**src/rtl/alu_arbiter_pkg.sv**
```systemverilog
// Shared definitions for the two-port ALU arbiter: select codes, the
// legal select ceiling and the arbiter FSM encoding.
package alu_arbiter_pkg;

  localparam logic [3:0] SEL_ADD  = 4'd0;
  localparam logic [3:0] SEL_SUB  = 4'd1;
  localparam logic [3:0] SEL_XOR  = 4'd2;
  localparam logic [3:0] SEL_OR   = 4'd3;
  localparam logic [3:0] SEL_AND  = 4'd4;
  localparam logic [3:0] SEL_SLL  = 4'd5;
  localparam logic [3:0] SEL_SRL  = 4'd6;
  localparam logic [3:0] SEL_SRA  = 4'd7;
  localparam logic [3:0] SEL_SLT  = 4'd8;
  localparam logic [3:0] SEL_SLTU = 4'd9;
  localparam logic [3:0] SEL_LUI  = 4'd10;

  localparam int unsigned ALU_SEL_MAX = 10;

  typedef enum logic [1:0] {
    IDLE = 2'd0,
    EXEC = 2'd1,
    RESP = 2'd2
  } state_t;

  // Codes above the ceiling have no ALU meaning and are reported as errors.
  function automatic logic sel_illegal(input logic [3:0] sel, input int unsigned sel_max);
    return 32'(sel) > sel_max;
  endfunction

endpackage

```
**src/rtl/rr_arb2.sv**
```systemverilog
// Two-input round-robin grant: a lone request always wins, and on
// contention the port named by ptr wins.
module rr_arb2 (
  input  logic [1:0] req,
  input  logic       ptr,
  output logic [1:0] grant
);

  always_comb begin
    grant = 2'b00;
    case (req)
      2'b01:   grant = 2'b01;
      2'b10:   grant = 2'b10;
      2'b11:   grant = ptr ? 2'b10 : 2'b01;
      default: grant = 2'b00;
    endcase
  end

endmodule

```
**src/rtl/alu_arbiter.sv**
```systemverilog
// Shares one combinational ALU between two requesters: round-robin grant,
// registered operands to the ALU, and a held result with valid/ready return.
module alu_arbiter
  import alu_arbiter_pkg::*;
#(
  parameter int          width   = 32,
  parameter int unsigned SEL_MAX = ALU_SEL_MAX
) (
  input  logic             clk,
  input  logic             rst_n,
  input  logic [1:0]       req_valid,
  output logic [1:0]       req_ready,
  input  logic [width-1:0] req0_rs1,
  input  logic [width-1:0] req0_rs2,
  input  logic [3:0]       req0_sel,
  input  logic [width-1:0] req1_rs1,
  input  logic [width-1:0] req1_rs2,
  input  logic [3:0]       req1_sel,
  output logic [1:0]       rsp_valid,
  input  logic [1:0]       rsp_ready,
  output logic [width-1:0] rsp_rd,
  output logic             rsp_err,
  output logic [width-1:0] alu_rs1,
  output logic [width-1:0] alu_rs2,
  output logic [3:0]       alu_sel,
  input  logic [width-1:0] alu_rd
);

  state_t           state;
  state_t           state_next;
  logic             rr_ptr;
  logic             owner;
  logic [1:0]       grant;
  logic             accept;
  logic             winner;
  logic [width-1:0] grant_rs1;
  logic [width-1:0] grant_rs2;
  logic [3:0]       grant_sel;

  rr_arb2 u_rr_arb2 (
    .req   (req_valid),
    .ptr   (rr_ptr),
    .grant (grant)
  );

  // Grant is only offered in IDLE; held low during reset so nothing looks accepted.
  assign req_ready = (state == IDLE && rst_n) ? grant : 2'b00;
  assign accept    = |(req_valid & req_ready);
  assign winner    = grant[1];

  always_comb begin
    grant_rs1 = req0_rs1;
    grant_rs2 = req0_rs2;
    grant_sel = req0_sel;
    if (winner) begin
      grant_rs1 = req1_rs1;
      grant_rs2 = req1_rs2;
      grant_sel = req1_sel;
    end
  end

  always_ff @(posedge clk) begin
    if (!rst_n) begin
      state <= IDLE;
    end else begin
      state <= state_next;
    end
  end

  always_comb begin
    state_next = state;
    case (state)
      IDLE:    if (accept) state_next = EXEC;
      EXEC:    state_next = RESP;
      RESP:    if (rsp_ready[owner]) state_next = IDLE;
      default: state_next = IDLE;
    endcase
  end

  // alu_* is deliberately left holding its last operands between operations.
  always_ff @(posedge clk) begin
    if (!rst_n) begin
      rr_ptr    <= 1'b0;
      owner     <= 1'b0;
      alu_rs1   <= '0;
      alu_rs2   <= '0;
      alu_sel   <= 4'd0;
      rsp_valid <= 2'b00;
      rsp_rd    <= '0;
      rsp_err   <= 1'b0;
    end else begin
      case (state)
        IDLE: begin
          if (accept) begin
            owner   <= winner;
            rr_ptr  <= ~winner;
            alu_rs1 <= grant_rs1;
            alu_rs2 <= grant_rs2;
            alu_sel <= grant_sel;
          end
        end
        EXEC: begin
          rsp_rd    <= sel_illegal(alu_sel, SEL_MAX) ? '0 : alu_rd;
          rsp_err   <= sel_illegal(alu_sel, SEL_MAX);
          rsp_valid <= owner ? 2'b10 : 2'b01;
        end
        RESP: begin
          if (rsp_ready[owner]) rsp_valid <= 2'b00;
        end
        default: ;
      endcase
    end
  end

  a_req_ready_onehot : assert property (@(posedge clk) disable iff (!rst_n) $onehot0(req_ready));
  a_rsp_valid_onehot : assert property (@(posedge clk) disable iff (!rst_n) $onehot0(rsp_valid));

endmodule
```
**config.mk**
```make
export PLATFORM = sky130hd
export DESIGN_NAME = alu_arbiter
export DESIGN_NICKNAME = d
export VERILOG_FILES = /design/src/rtl/alu_arbiter_pkg.sv /design/src/rtl/rr_arb2.sv /design/src/rtl/alu_arbiter.sv
export SDC_FILE = /design/constraint.sdc
export NUM_CORES = 1
export LEC_CHECK = 0
export BUFFER_PORTS_ARGS = -buffer_cell sky130_fd_sc_hd__buf_2
export CORE_MARGIN = 3
export CORE_UTILIZATION = 44
export DETAILED_ROUTE_END_ITERATION = 8
export GPL_TIMING_DRIVEN = 0
export PLACE_DENSITY = 0.81
export SLEW_MARGIN = 20
export SYNTH_ARGS = -nofsm -noshare
export SYNTH_HDL_FRONTEND = slang
export SYNTH_HIERARCHICAL = 1
export SYNTH_SLANG_ARGS = --single-unit
```
**constraint.sdc**
```tcl
create_clock -name clk -period 2.4 [get_ports clk]
set_clock_uncertainty 0.15 [all_clocks]
set_input_delay 0.36 -clock clk [delete_from_list [all_inputs] [get_ports clk]]
set_output_delay 0.36 -clock clk [all_outputs]
set_load 0.01 [all_outputs]
```
======== Word level (Yosys, flattened, before mapping) ========
Cells that the tools add are included.
cells by class
  $lt $le $gt $ge ......................... 2
  equal/unequal tests ..................... 7
  multiplexer cells ....................... 14
  bitwise logic cells ..................... 2
  reduce and logical (&&, ||, !) cells .... 7
operators with widths
  operator              number
  $mux W32              3
  $pmux W2 S3           2
  $mux W2               5
  $eq A2 B2 Y1 const B  3
  $reduce_and A2 Y1     3
  $eq A2 B1 Y1 const B  2
  $gt A4 B4 Y1 const B  1
  $mux W4               1
  $ne A2 B2 Y1 const B  2
  $pmux W2 S2           1
  $and A2 B2 Y2         1
  $logic_not A2 Y1      1
  $lt A1 B2 Y1 const B  1
  $mux W1               2
  $reduce_bool A2 Y1    1
  $reduce_or A2 Y1      1
  $logic_and A1 B1 Y1   1
  $not A1 Y1            1
word-level totals
  bits in registers ....................... 107
  logic and storage cells ................. 41

======== Logic depth before layout (Yosys ltp) ========
Gate-level depths: netlist of run 1.
  word-level depth ........................ 7
  gate-level depth with buffers ........... 9
  depth with buffers taken out ............ 5

======== Hierarchy ========
Netlist of run 1, hierarchy kept.
by module, submodules not included
  module       instances  cells an instance  area an instance (sq um)  sequential area each (sq um)
  alu_arbiter  1          416                4750.8                    2142.1
  rr_arb2      1          3                  18.8                      0.0

======== Least setup slack after synthesis of run 1 ========
No wires, ideal clock.
  path type ............................... input -> output
  from .................................... input req_valid[1]
  to ...................................... output req_ready[1]
  arrival time ............................ 1.280 ns
  setup slack ............................. 0.610 ns
  stages on the path ...................... 4
  buffers on the path ..................... 2
  cells stage by stage .................... a21boi_1 buf_6 clkbuf_1 and2_1
between the ends
  word-level cells in the longest chain between the ends .. 3
RTL lines
  element                                       RTL line           text
  from (decl)                                   alu_arbiter.sv:11  input logic [1:0] req_valid,
  $eq A2 B2 Y1 or $eq A2 B1 Y1 (tied branches)  rr_arb2.sv:11      case (req)
  $pmux W2 S3 *                                 rr_arb2.sv:11
  $mux W2 *                                     alu_arbiter.sv:47  assign req_ready = (state == IDLE && rst_n) ? grant : 2'b00;
  to (decl)                                     alu_arbiter.sv:12  output logic [1:0] req_ready,
Mark *: on every way between the ends. The rest lies on a longest branch, timed or not.

======== Final worst setup path of run 1 ========
  from .................................... register rr_ptr
  to ...................................... register alu_rs1[14]
between the ends
  word-level cells in the longest chain between the ends .. 6
RTL lines
  element                      RTL line           text
  from (decl)                  alu_arbiter.sv:31  logic rr_ptr;
  from (signal assigned)       alu_arbiter.sv:96  rr_ptr <= ~winner;
  $mux W2 *                    rr_arb2.sv:14      2'b11: grant = ptr ? 2'b10 : 2'b01;
  $pmux W2 S3 *                rr_arb2.sv:11
  named net grant[1]           alu_arbiter.sv:33  logic [1:0] grant;
  $mux W2                      alu_arbiter.sv:47
  $and A2 B2 Y2                alu_arbiter.sv:48  assign accept = |(req_valid & req_ready);
  $reduce_or A2 Y1             alu_arbiter.sv:48
  $reduce_and A2 Y1 (no line)  n/a
  to (signal assigned)         alu_arbiter.sv:97  alu_rs1 <= grant_rs1;
  to (decl)                    alu_arbiter.sv:23  output logic [width-1:0] alu_rs1,
The timed path passes the listed nets; every way through them passes the cells marked *.
A chain may end at the register's enable or synchronous reset.

==> impl_metrics.tcl, run 1 <==
set metrics [dict create \
    run_status "finished clean" \
    num_rows 37 \
    final_area_mm2 0.006543 \
    syn_area_per_cell_um2 11.38 \
    setup.worst_path.end_class "register" \
    ioPinCount 279 \
    area_growth_pct 37.17 \
    cpMaxStageDelayCell "dfxtp_1" \
    clkSinkCount 107 \
    whs_ns 0.04745 \
    swShare_pct 31.03 \
    synth_seq_cells 107 \
    regToRegStartpoint "rr_ptr" \
    postSynthCellCount 419 \
    core_mm2 0.01042 \
    grtUsageMet3_pct 5.591 \
    grt_pass1_vias 4349 \
    initial_core_util_pct 45.79 \
    pwr-share-clk_pct 28.7 \
    synth_area_leaders "dfxtp_1, a211oi_2, mux2i_1, a21oi_1, a22o_1" \
    grt.total_usage_pct 21.91 \
    cts.repair.resized 0 \
    setup_viol 0 \
    cp-start-kind "register" \
    use_met2_pct 40.03 \
    hold_class "in -> reg" \
    fp.dieArea_mm2 0.01213 \
    power_switching_mw 1.287 \
    maxSlewViolCount 0 \
    layout_common_cells "buf_2, dfxtp_1, a21oi_1, mux2i_1, a211oi_2" \
    layout_min_cycle_time_ns 2.157 \
    vias 4430 \
    clk_pin_slew_ns 0.11 \
    ff2ff_setup_slack_ns 0.24 \
    die_width_um 110.1 \
    path_cells "inv_1 -> a21boi_1 -> buf_6 -> a22o_1 -> buf_6 -> buf_4 -> buf_2 -> a21oi_1 -> a211oi_2" \
    drv_cap 0 \
    max-slew-margin-rel_pct 48.60 \
    gp_congestion 0.7828 \
    vdd_drop_max_uv 394.6 \
    timing.fmax_mhz 463.5 \
    tightest_slew_ns 0.7710 \
    async_flop_share_pct 0 \
    dp_hpwl_mm 11.03 \
    postRouteWirelength_mm 14.23 \
    finalCritPeriodShare_pct 89.89 \
    postPlaceCellArea_mm2 0.006331 \
    gr-max-usage-layer "met2" \
    reg2reg_depth 9 \
    post_cts_buffers 0 \
    drc 0 \
    synth-main-ff-cell "dfxtp_1" \
    io_buffers 278 \
    whs_path_depth 2 \
    yosysUniqueCellTypes 30 \
    cts_buffers 9 \
    worstPathRequired_ns 2.54 \
    grt_use_met1_pct 25.34 \
    synth_edf_count 0 \
    combPwrFrac_pct 23.7 \
    worstHoldStart "alu_rd[17]" \
    layout.nets 880 \
    mostFrequentLayoutCell "buf_2" \
    drt_pre_antenna_iters 4 \
    holdPathEnd "rsp_rd[17]" \
    drive_gt1_share_pct 54.71 \
    cts_tree "built" \
    rsz0062_at_grt "false" \
    syn-num-nets 593 \
    num-fill-cells 886 \
    overflow 0 \
    synth_top_cell_by_area "dfxtp_1" \
    clock_latency_ns 0.36 \
    antenna_cells 0 \
    wl_per_cell_um 16.80 \
    finalPower_mw 4.146 \
    drtAntennaViolNets 0 \
    synth_top_area_share_pct 44.91 \
    critPathMostFrequentCell "buf_6" \
    antenna_found_initial 0 \
    die-height_um 110.1 \
    htree_levels 3 \
    root_buffer "clkbuf_8" \
    power_density_mw_per_mm2 633.8 \
    r2r_end "alu_rs1[14]" \
    critPathTopFamily "buffers and inverters" \
    ys_warn_count 6 \
    arrival_ns 2.30 \
    synth_seq_area_share_pct 44.91 \
    synth_area_mm2 0.004770 \
    worstPathMaxFanout 18 \
    grt_pass1_wl_mm 20.96 \
    grt_max_degree 21 \
    via_per_inst 5.230 \
    cpPeakStageDelay_ns 0.37 \
    cp_num_buf_inv 5 \
    fin_tns_setup_ns 0 \
    power.internal_mw 2.860 \
    crit_type "reg -> reg" \
    p_seq_share_pct 47.7 \
    final_hold_viol_count 0 \
    power.leakage_nw 3.004 \
    cts_buffer_depth 2 \
    drtIter0Drc 151 \
]
-- worst max-delay path by stage --
stage / from / to / slack (ns) / depth (start not counted)
floorplan: req_valid[1] / req_ready[1] / 0.61 / 4
global placement: req_valid[1] / req_ready[1] / 0.27 / 6
detailed placement: req_valid[1] / req_ready[1] / 0.26 / 6
CTS: state[0] / req_ready[0] / 0.06 / 5
global route: rr_ptr / alu_rs2[6] / 0.09 / 8
finish: rr_ptr / alu_rs1[14] / 0.24 / 9
-- cell type report --
type / instances / area, um2 / share of cell area (%)
plain buffers: 43 / 256.5 / 3.920
clock buffers: 9 / 123.9 / 1.893
clock inverters: 7 / 95.09 / 1.453
inverters: 3 / 11.26 / 0.1721
multi-input cells: 264 / 2352 / 35.95
flip-flops and latches: 107 / 2142 / 32.74
well taps: 136 / 170.2 / 2.601
repair buffers: 278 / 1391 / 21.27
-- logic make-up after synthesis --
| kind of cell | synth area share, % |
|---|---|
| flip-flops | 44.91 |
| buffers and inverters | 5.771 |
| multiplexers | 14.69 |
| AND/OR/NAND/NOR | 1.705 |
| AO/OA/AOI/OAI | 32.92 |
-- worst reg2reg max path, stage by stage, from the launching register on --
cell	delay [ns]
dfxtp_1	0.37
inv_1	0.06
a21boi_1	0.20
buf_6	0.24
a22o_1	0.18
buf_6	0.14
buf_4	0.19
buf_2	0.24
a21oi_1	0.12
a211oi_2	0.21
-- power groups by stage --
stage | registers, mW | clock network [mW] | logic, mW
after global placement | 2.01 | 0 | 0.961
final | 1.98 | 1.19 | 0.981
after detailed placement | 2.01 | 0 | 0.991
after floorplan | 2.07 | 0 | 0.539
after CTS | 1.98 | 1.21 | 0.993
after global routing | 1.99 | 1.29 | 1.07
-- metal layers --
metal	routed length [um]	part of all wire, %
met3	1056	7.4
met1	5576	39
met5	0	0
met2	7394	52
met4	199	1.4
-- registers in the layout (all words and copies together), names as in the netlist --
| name | flops |
|---|---|
| rr_ptr | 1 |
| rsp_err | 1 |
| owner | 1 |
| state | 2 |
| rsp_valid | 2 |
| rsp_rd | 32 |
| alu_rs2 | 32 |
| alu_rs1 | 32 |
| alu_sel | 4 |
-- metrics by stage --
| step | std cells | util [%] | setup WS (ns) |
|---|---|---|---|
| after floorplan | 419 | - | 0.6105 |
| final | 847 | 62.81 | 0.2425 |
| after CTS | 848 | 62.85 | 0.06041 |
| after global routing | 847 | 62.81 | 0.08856 |
| after global placement | 833 | 60.78 | 0.2697 |
| after detailed placement | 833 | 60.78 | 0.2585 |
-- synthesized netlist by cell type (2+ instances only) --
library cell  count
a211oi_2         69
buf_6            10
mux2i_1          70
buf_4             2
dfxtp_1         107
and2_1            2
inv_1             2
nor2_1            3
a21oi_1          71
clkbuf_1         22
a22o_1           33
buf_2            10
-- what timing repair did --
action,4_1_cts,5_1_grt
pin swaps,0,0
setup endpoints to repair,1,2
hold buffers,0,0
No activity file was read; power rests on OpenSTA's default activity.
==> inputs of run 2 (changes only) <==
--- a/config.mk
+++ b/config.mk
@@ -5,13 +5,13 @@
 export SDC_FILE = /design/constraint.sdc
 export NUM_CORES = 1
 export LEC_CHECK = 0
+export ABC_AREA = 1
 export BUFFER_PORTS_ARGS = -buffer_cell sky130_fd_sc_hd__buf_2
 export CORE_MARGIN = 3
-export CORE_UTILIZATION = 44
+export CORE_UTILIZATION = 45
 export DETAILED_ROUTE_END_ITERATION = 8
 export GPL_TIMING_DRIVEN = 0
 export PLACE_DENSITY = 0.81
-export SLEW_MARGIN = 20
 export SYNTH_ARGS = -nofsm -noshare
 export SYNTH_HDL_FRONTEND = slang
 export SYNTH_HIERARCHICAL = 1
==> run 2 against run 1 <==
Routed wire length increased by 11%. Power fell by 0.18%. Global-route usage increased by 2.3 points. Critical endpoint is now req_ready[1]. Synthesized area grew 6.0%. Largest cell class unchanged. Combinational power about the same. Utilization hardly changed. Largest power group unchanged. Design area grew 4.6%. Worst hold slack improved by 0.019 ns. Sequential power hardly changed. Final cell count is 43% higher. First-iteration DRC count increased by 120%.
==> impl_metrics.tcl, run 2 <==
set metrics [dict create \
    run_status "finished clean" \
    cts_tree "built" \
    final_area_mm2 0.006840 \
    layout.nets 1239 \
    layout_min_cycle_time_ns 2.027 \
    drt_pre_antenna_iters 5 \
    synth_compound_gate_area_share_pct 3.935 \
    overflow 0 \
    syn_area_per_cell_um2 6.507 \
    ys_warn_count 6 \
    postRouteWirelength_mm 15.77 \
    initial_core_util_pct 46.44 \
    synth-main-ff-cell "dfxtp_1" \
    gp_congestion 0.8199 \
    synth_edf_count 0 \
    multi_input_area_mm2 0.002639 \
    ys_top_cells_by_count "nand2_1, nor2_1, dfxtp_1" \
    synthAdderAreaFrac_pct 0 \
    async_flop_share_pct 0 \
    antenna_found_initial 0 \
    grt_pass1_vias 5218 \
    dp_hpwl_mm 12.17 \
    vias 5730 \
    seq_area_mm2 0.002142 \
    synth-xor-area-share_pct 0 \
    clk_pin_slew_ns 0.12 \
    synth.area.mux_share_pct 0 \
    cts_buffer_depth 2 \
    r2r_end "alu_rs1[10]" \
    reg2reg_depth 10 \
    drc 0 \
    maxSlewViolCount 0 \
    crit_type "reg -> out" \
    max-slew-margin-rel_pct 66.27 \
    post_cts_buffers 0 \
    largestRegisters "alu_rs1: 32 flops, alu_rs2: 32 flops, rsp_rd: 32 flops" \
    postSynthCellCount 777 \
    worstPathMaxFanout 15 \
    worstHoldStart "alu_rd[29]" \
    yosysMostFrequentCell "nand2_1" \
    layout_common_cells "nand2_1, buf_2, nor2_1, dfxtp_1, nand3b_1" \
    area_growth_pct 35.29 \
    whs_ns 0.06643 \
    syn-num-nets 951 \
    power.leakage_nw 3.913 \
    synth_area_mm2 0.005056 \
    synth_top_cell_by_area "dfxtp_1" \
    worstPathRequired_ns 1.89 \
    drtAntennaViolNets 0 \
    grt_max_degree 21 \
    final_hold_viol_count 0 \
    cts_buffers 9 \
    via_per_inst 4.736 \
    synth_seq_area_share_pct 42.37 \
    tightest_slew_ns 0.5060 \
    drtIter0Drc 325 \
    hold_class "in -> reg" \
    io_buffers 278 \
    num-fill-cells 1093 \
    postPlaceCellArea_mm2 0.006623 \
    core_mm2 0.01089 \
    power_density_mw_per_mm2 605.1 \
    arrival_ns 1.52 \
    pre_cts_ws_ns 0.08969 \
    setup.worst_path.end_class "output pin" \
    root_buffer "clkbuf_8" \
    finalCritPeriodShare_pct 84.47 \
    die_width_um 112 \
    drv_cap 0 \
    synth_top_family_by_area "simple AND/OR/NAND/NOR gates" \
    rsz0062_at_grt "false" \
    yosys.area_share.simple_pct 48.26 \
    synth_area_leaders "dfxtp_1, nand2_1, nor2_1, nand3b_1, a21oi_1" \
    holdPathEnd "rsp_rd[29]" \
    finish.utilization_pct 62.82 \
    vdd_drop_max_uv 308.1 \
    fin_tns_setup_ns 0 \
    ff2ff_setup_slack_ns 0.45 \
    die-height_um 112 \
    wl_per_cell_um 13.03 \
    grt_pass1_wl_mm 25.03 \
    clkSinkCount 107 \
    regToRegStartpoint "rr_ptr" \
    clock_latency_ns 0.37 \
    grt.total_usage_pct 24.22 \
    fp.dieArea_mm2 0.01254 \
    yosysUniqueCellTypes 19 \
    ioPinCount 279 \
    timing.fmax_mhz 493.3 \
    htree_levels 3 \
    num_rows 38 \
    cp-start-kind "register" \
    fin_ws_ns 0.3727 \
    synth_seq_cells 107 \
    setup_viol 0 \
    whs_path_depth 3 \
    mostFrequentLayoutCell "nand2_1" \
    antenna_cells 0 \
    drive_gt1_share_pct 30.09 \
    synth_top_area_share_pct 42.37 \
]
==> run 2: how the worst max path moves through the flow <==
| stage | startpoint | cells past startpoint | to | slack, ns |
|---|---|---|---|---|
| after floorplan | req_valid[0] | 7 | req_ready[1] | 0.69 |
| after global placement | req_valid[0] | 9 | req_ready[1] | 0.07 |
| after detailed placement | req_valid[0] | 9 | req_ready[1] | 0.09 |
| after CTS | rr_ptr | 7 | req_ready[1] | 0.02 |
| after global routing | rr_ptr | 6 | req_ready[1] | 0.21 |
| final | rr_ptr | 6 | req_ready[1] | 0.37 |
==> run 2: per-layer routing <==
layer	wire length, um	part of all wire, %	up-vias	track usage, %
met5	0	0	-	0
met3	1215	7.7	20	6.739
met4	221	1.4	0	4.567
li1	-	-	2983	-
met1	6595	42	2526	29.71
met2	7734	49	201	42.85
==> run 2: layout make-up <==
class,count,share of cell area (%)
multi-input combinational,608,38.58
sequential,107,31.32
timing repair buffer,278,20.34
buffer,52,3.475
tap,140,2.561
clock buffer,9,1.811
clock inverter,7,1.390
inverter,9,0.5305
==> run 2: timing repair <==
action | 4_1_cts | 5_1_grt
gates resized for setup | 1 | 1
endpoints found under the hold margin | 0 | 0
setup endpoints to repair | 1 | 1
hold buffers | 0 | 0
==> run 2: power by group <==
part | total (mW) | internal, mW | switching (mW) | leakage [nW]
logic | 0.981 | 0.415 | 0.566 | 2.93
clock network | 1.19 | 0.512 | 0.675 | 0.110
registers | 1.97 | 1.91 | 0.0620 | 0.875
total | 4.14 | 2.84 | 1.30 | 3.91
==> run 2: cell families after synthesis <==
group	Yosys count
simple gates	569
compound gates	39
flops	107
buf+inv	62
==> run 2: critical path: stages, from the launching register on <==
cell	delay, ns
dfxtp_1	0.37
nand2_1	0.06
nand2_1	0.05
buf_2	0.26
inv_4	0.15
nor2_1	0.12
buf_2	0.14
==> run 2: metrics by stage <==
stage / std cells / power, mW
after floorplan: 777 / 2.577
after global placement: 1195 / 2.983
after detailed placement: 1195 / 2.994
after CTS: 1211 / 4.170
after global routing: 1210 / 4.392
final: 1210 / 4.139
